<file path="src/rtl/interruptus_irq_pkg.sv">
// Shared constants and register decode for the interrupt source gate.
package interruptus_irq_pkg;

  localparam int NUM_LINES = 8;
  localparam int ADDR_W    = 14;
  localparam int DATA_W    = 16;

  localparam logic [ADDR_W-1:0] OFS_PEND = 14'd0;
  localparam logic [ADDR_W-1:0] OFS_MASK = 14'd2;
  localparam logic [ADDR_W-1:0] OFS_MODE = 14'd4;
  localparam logic [ADDR_W-1:0] OFS_RAW  = 14'd6;

  localparam logic [NUM_LINES-1:0] MASK_RST = 8'h00;
  localparam logic [NUM_LINES-1:0] MODE_RST = 8'hFF;

  typedef enum logic [2:0] {
    SEL_NONE,
    SEL_PEND,
    SEL_MASK,
    SEL_MODE,
    SEL_RAW
  } reg_sel_e;

  // Exact 14-bit match only; anything else selects nothing.
  function automatic reg_sel_e decode_reg(input logic [ADDR_W-1:0] addr,
                                          input logic [ADDR_W-1:0] base);
    reg_sel_e sel;
    sel = SEL_NONE;
    if (addr == base + OFS_PEND) sel = SEL_PEND;
    if (addr == base + OFS_MASK) sel = SEL_MASK;
    if (addr == base + OFS_MODE) sel = SEL_MODE;
    if (addr == base + OFS_RAW)  sel = SEL_RAW;
    return sel;
  endfunction

endpackage

</file>
<file path="src/rtl/irq_sync_edge.sv">
// Three-flop synchroniser for one raw interrupt source, with rising-edge detect.
module irq_sync_edge (
  input  logic clk,
  input  logic rst,
  input  logic async_in,
  output logic level,
  output logic rise
);

  logic s1_q, s2_q, s3_q;
  logic s1_d, s2_d, s3_d;

  always_comb begin
    s1_d = async_in;
    s2_d = s1_q;
    s3_d = s2_q;
  end

  // NOTE: non-blocking assignments so every flop samples its pre-edge input;
  // blocking here would collapse the chain into a single stage.
  always_ff @(posedge clk) begin
    if (rst) begin
      s1_q <= 1'b0;
      s2_q <= 1'b0;
      s3_q <= 1'b0;
    end else begin
      s1_q <= s1_d;
      s2_q <= s2_d;
      s3_q <= s3_d;
    end
  end

  assign level = s2_q;
  assign rise  = s2_q & ~s3_q;

endmodule

</file>
<file path="src/rtl/irq_source_gate.sv">
// Interrupt source front end: per-line edge/level capture, masking, and a
// four-register CPU window driving the controller's active-low request inputs.
module irq_source_gate #(
  parameter logic [13:0] BASE_ADDR = 14'h2010,
  parameter int          NUM_LINES = 8
) (
  input  logic        clk,
  input  logic        rst,
  input  logic [7:0]  src_irq,
  input  logic [13:0] addr_bus,
  input  logic        read_n,
  input  logic        write_n,
  input  logic [15:0] data_in,
  output logic [15:0] data_out,
  output logic        data_valid,
  output logic [7:0]  b_irq_n
);
  import interruptus_irq_pkg::*;

  logic [7:0] level, rise;

  for (genvar i = 0; i < NUM_LINES; i++) begin : g_line
    irq_sync_edge u_sync (
      .clk      (clk),
      .rst      (rst),
      .async_in (src_irq[i]),
      .level    (level[i]),
      .rise     (rise[i])
    );
  end

  logic [7:0]  mask_q, mask_d;
  logic [7:0]  mode_q, mode_d;
  logic [7:0]  pending_q, pending_d;
  logic [7:0]  overrun_q, overrun_d;
  logic [7:0]  irq_n_q, irq_n_d;
  logic [15:0] data_out_q, data_out_d;
  logic        data_valid_q, data_valid_d;

  reg_sel_e    sel;
  logic        rd_en, wr_en;
  logic [15:0] rdata;
  logic [7:0]  pend_clr, ovr_clr, to_edge;

  // NOTE: every signal gets a default before any branch, so no path through
  // this block leaves a value unassigned and no latch can be inferred.
  always_comb begin
    sel      = decode_reg(addr_bus, BASE_ADDR);
    rd_en    = ~read_n;
    wr_en    = ~write_n;
    rdata    = '0;
    mask_d   = mask_q;
    mode_d   = mode_q;
    pend_clr = '0;
    ovr_clr  = '0;

    unique case (sel)
      SEL_PEND: rdata = {overrun_q, pending_q};
      SEL_MASK: rdata = {8'h00, mask_q};
      SEL_MODE: rdata = {8'h00, mode_q};
      SEL_RAW:  rdata = {8'h00, level};
      SEL_NONE: rdata = '0;
    endcase

    // Reads see pre-write state, so a simultaneous read/write returns the old value.
    data_valid_d = rd_en && (sel != SEL_NONE);
    data_out_d   = data_valid_d ? rdata : 16'h0000;

    if (wr_en) begin
      if (sel == SEL_MASK) mask_d = data_in[7:0];
      if (sel == SEL_MODE) mode_d = data_in[7:0];
      if (sel == SEL_PEND) begin
        pend_clr = data_in[7:0];
        ovr_clr  = data_in[15:8];
      end
    end

    to_edge = ~mode_q & mode_d;

    // Edge lines: a new rise beats a same-cycle clear. Level lines follow s2.
    pending_d = (mode_q & (rise | (pending_q & ~pend_clr))) | (~mode_q & level);
    overrun_d = (overrun_q & ~ovr_clr) | (mode_q & rise & pending_q);
    pending_d = pending_d & ~to_edge;
    overrun_d = overrun_d & ~to_edge;

    irq_n_d = ~(pending_q & mask_q);
  end

  always_ff @(posedge clk) begin
    if (rst) begin
      mask_q       <= MASK_RST;
      mode_q       <= MODE_RST;
      pending_q    <= '0;
      overrun_q    <= '0;
      irq_n_q      <= 8'hFF;
      data_out_q   <= '0;
      data_valid_q <= 1'b0;
    end else begin
      mask_q       <= mask_d;
      mode_q       <= mode_d;
      pending_q    <= pending_d;
      overrun_q    <= overrun_d;
      irq_n_q      <= irq_n_d;
      data_out_q   <= data_out_d;
      data_valid_q <= data_valid_d;
    end
  end

  assign data_out   = data_out_q;
  assign data_valid = data_valid_q;
  assign b_irq_n    = irq_n_q;

endmodule

</file>
<file path="config.mk">
export PLATFORM = sky130hd
export DESIGN_NAME = irq_source_gate
export DESIGN_NICKNAME = d
export VERILOG_FILES = /design/src/rtl/interruptus_irq_pkg.sv /design/src/rtl/irq_sync_edge.sv /design/src/rtl/irq_source_gate.sv
export SDC_FILE = /design/constraint.sdc
export NUM_CORES = 1
export LEC_CHECK = 0
export ABC_CLOCK_PERIOD_IN_PS = 4100
export BUFFER_PORTS_ARGS = -buffer_cell sky130_fd_sc_hd__buf_2
export CORE_MARGIN = 2
export CORE_UTILIZATION = 30
export DETAILED_ROUTE_END_ITERATION = 7
export PLACE_DENSITY = 0.58
export SETUP_SLACK_MARGIN = 0.2
export SKIP_CTS_REPAIR_TIMING = 1
export SLEW_MARGIN = 10
export SYNTH_ARGS = -nofsm -noshare
export SYNTH_HDL_FRONTEND = slang
export SYNTH_HIERARCHICAL = 1
export SYNTH_SLANG_ARGS = --single-unit
</file>
<file path="constraint.sdc">
create_clock -name clk -period 4.1 [get_ports clk]
set_input_delay 0.82 -clock clk [delete_from_list [all_inputs] [get_ports clk]]
set_output_delay 0.82 -clock clk [all_outputs]
set_load 0.02 [all_outputs]
</file>
==> impl_metrics.py <==
metrics = {
    "drt": {
        "vias": 2340,
        "drtAntennaViolNets": 0,
        "route.detailed.drc": 0,
        "avgRoutedWirePerCell_microns": 13.3,
        "drt_iter0_drc": 67,
        "via_per_inst": 4.58,
        "firstDrtPassIters": 4,
        "wl_microns": 6790,
    },
    "clock_network": {
        "clock-sinks": 81,
        "worst_skew_pair.late_latency_ns": 0.34,
        "clock-root-buffer": "clkbuf_8",
        "clkTransAtPathRegs_ns": 0.08,
        "cts_buffer_depth": 2,
        "htree_levels": 3,
        "cts_tree": "done",
        "cts_buffers": 9,
    },
    "yosys": {
        "yosys.area_share.simple": 0.299,
        "synth_xor_area_frac": 0,
        "syn_inst": 306,
        "synth_flop_cell": "dfxtp_1",
        "synth_top_family_by_area": "simple AND/OR/NAND/NOR gates",
        "synth_area_per_cell_sq_um": 10.0,
        "synth_most_common_cell": "dfxtp_1",
        "synthesis.nets": 348,
        "synth_mux_area_frac": 0.0849,
        "ys_async_sr_fraction": 0,
        "yosysWarnings": 6,
        "synth_area_leaders": "dfxtp_1 (53%), nor2b_1 (6.7%), mux4_2 (5.9%), nand3_1 (3.9%), nand2_1 (3.4%)",
        "yosysSeqAreaShare": 0.529,
        "syn_area_sq_um": 3060,
        "synth_compound_area_frac": 0.0527,
        "synth_top_area_frac": 0.529,
        "ys_seq_elements": 81,
        "yosysTopAreaCell": "dfxtp_1",
        "synthTopCellsByCount": "dfxtp_1 (81), nor2b_1 (33), nand2_1 (28)",
        "synth_adder_area_share": 0,
        "ys_types": 32,
        "synth_enable_flop_cells": 0,
    },
    "critical_path": {
        "crit_family": "simple AND/OR/NAND/NOR gates",
        "cp-end-kind": "register",
        "critPathBufInv": 1,
        "crit_type": "input port to register",
        "cp_slowest_stage_delay_ns": 0.84,
        "cp_slowest_cell": "or4b_1",
        "worst_setup_path_start_kind": "input port",
        "cp_cell_sequence": "buf_2 > or4_4 > or4b_1 > nor3_2 > and2_1",
        "worstPathRequired_ns": 4.39,
        "crit_fanout": 11,
        "arrival_ns": 3.12,
    },
    "floorplan": {
        "io_pins": 67,
        "rows": 36,
        "dieArea_sq_um": 11000,
        "die_h_microns": 105,
        "die_w_microns": 105,
        "core_area_sq_um": 9860,
        "start_util": 0.311,
    },
    "sta": {
        "post-route-period-util": 0.691,
        "tns_ns": 0,
        "period_minus_slack_ns": 2.84,
        "fin_skew_ns": 0.00551,
        "fmax_mhz": 353,
        "fin_ws_ns": 1.26,
        "worstMarginPinSlew_ns": 0.870,
        "rsz0062_at_grt": "no",
        "setup_violations": 0,
        "finalHoldViolCount": 0,
        "relSlewSlack": 0.416,
        "drv_slew": 0,
    },
    "place": {
        "gp_congestion": 0.768,
        "numPortBuffers": 66,
        "place_area_sq_um": 3520,
        "dp.cells": 495,
        "dp_hpwl_microns": 4570,
        "place_ws_ns": 0.884,
    },
    "global_routing": {
        "overflow": 0,
        "use_met2": 0.225,
        "grt_pass1_vias": 2358,
        "antenna_found_initial": 0,
        "grtUsageMet1": 0.164,
        "busiest_layer": "met2",
        "grt_max_degree": 50,
        "grt_pass1_wl_microns": 11600,
        "grt_use_met3": 0.0443,
        "grt_usage": 0.135,
    },
    "power_and_ir_drop": {
        "p_leak_nw": 1.50,
        "powerDensity_nw_per_um2": 394,
        "peakVddDrop_uv": 133,
        "power_mw": 1.46,
    },
    "hold_path": {
        "worst_hold_path_type": "register to register",
    },
    "cells_and_area": {
        "final_cells": 511,
        "area_growth_syn_to_layout_pct": 21.0,
        "largest_reg_flops": 16,
        "fin_nets": 415,
        "final_area_sq_um": 3710,
        "drive_gt1_frac": 0.286,
        "antenna_cells": 0,
    },
    "run_status": {
        "outcome": "completed",
    },
    "run": {
        "drv_cap": 0,
    },
}
## cells in the final DEF, fill, tap and decap left out, drive strengths merged
cell     instances
nor2            17
or4b             1
or4              4
and2             7
bufinv           1
clkinv           2
or3b             2
o31ai            1
nor4             9
buf             68
nor3            14
dfxtp           81
inv             11
a21oi            9
nand2           28
o211ai           1
nand4bb          1
mux4             8
nand3           24
nor2b           41
mux2i            8
o21ai           15
nor3b            7
clkbuf          13
a311oi           3
or3              1
nand2b           1
## cells by family (layout without fill, tap and decap cells)
family | after synthesis | in the layout
AOI/OAI and AO/OA | 29 | 29
buffers and inverters | 23 | 95
DFF | 81 | 81
muxes | 16 | 16
and+or+nand+nor | 157 | 157
## power breakdown
part / switching [mW] / internal (mW) / leakage, nW
Sequential: 0.0105 / 0.803 / 0.659
Combinational: 0.0420 / 0.0458 / 0.739
Clock: 0.264 / 0.297 / 0.0974
Total: 0.316 / 1.15 / 1.50
## worst paths after layout
kind,slack [ns],startpoint,to,depth (start not counted)
max,1.26,addr_bus[7],data_out[9],5
min,0.42,mask_q[0],b_irq_n[0],1
max reg2reg,2.90,g_line[5].u_sync/level,pending_q[5],5
min reg2reg,0.42,mask_q[0],b_irq_n[0],1
## stage by stage
stage / hold WS (ns) / utilization
6_report: 0.415 / 0.376
5_1_grt: 0.425 / 0.376
4_1_cts: 0.418 / 0.376
3_5_place_dp: 0.400 / 0.357
3_3_place_gp: 0.402 / 0.357
2_1_floorplan: 0.377 / -
## cell type report
cell class | instances | area, sq um
Multi-Input combinational cell | 202 | 1350
Timing Repair Buffer | 68 | 345
Clock buffer | 13 | 149
Fill cell | 1013 | 6160
Inverter | 11 | 41.3
Clock inverter | 3 | 40.0
Sequential cell | 81 | 1620
Tap cell | 133 | 166
## metal layers
| metal | vias to the layer above | part of all wire |
|---|---|---|
| met2 | 65 | 0.48 |
| li1 | 1187 | - |
| met5 | - | 0 |
| met1 | 1086 | 0.46 |
| met3 | 2 | 0.052 |
| met4 | 0 | 0.0038 |
Note: power is estimated with default switching activity, not from simulation.
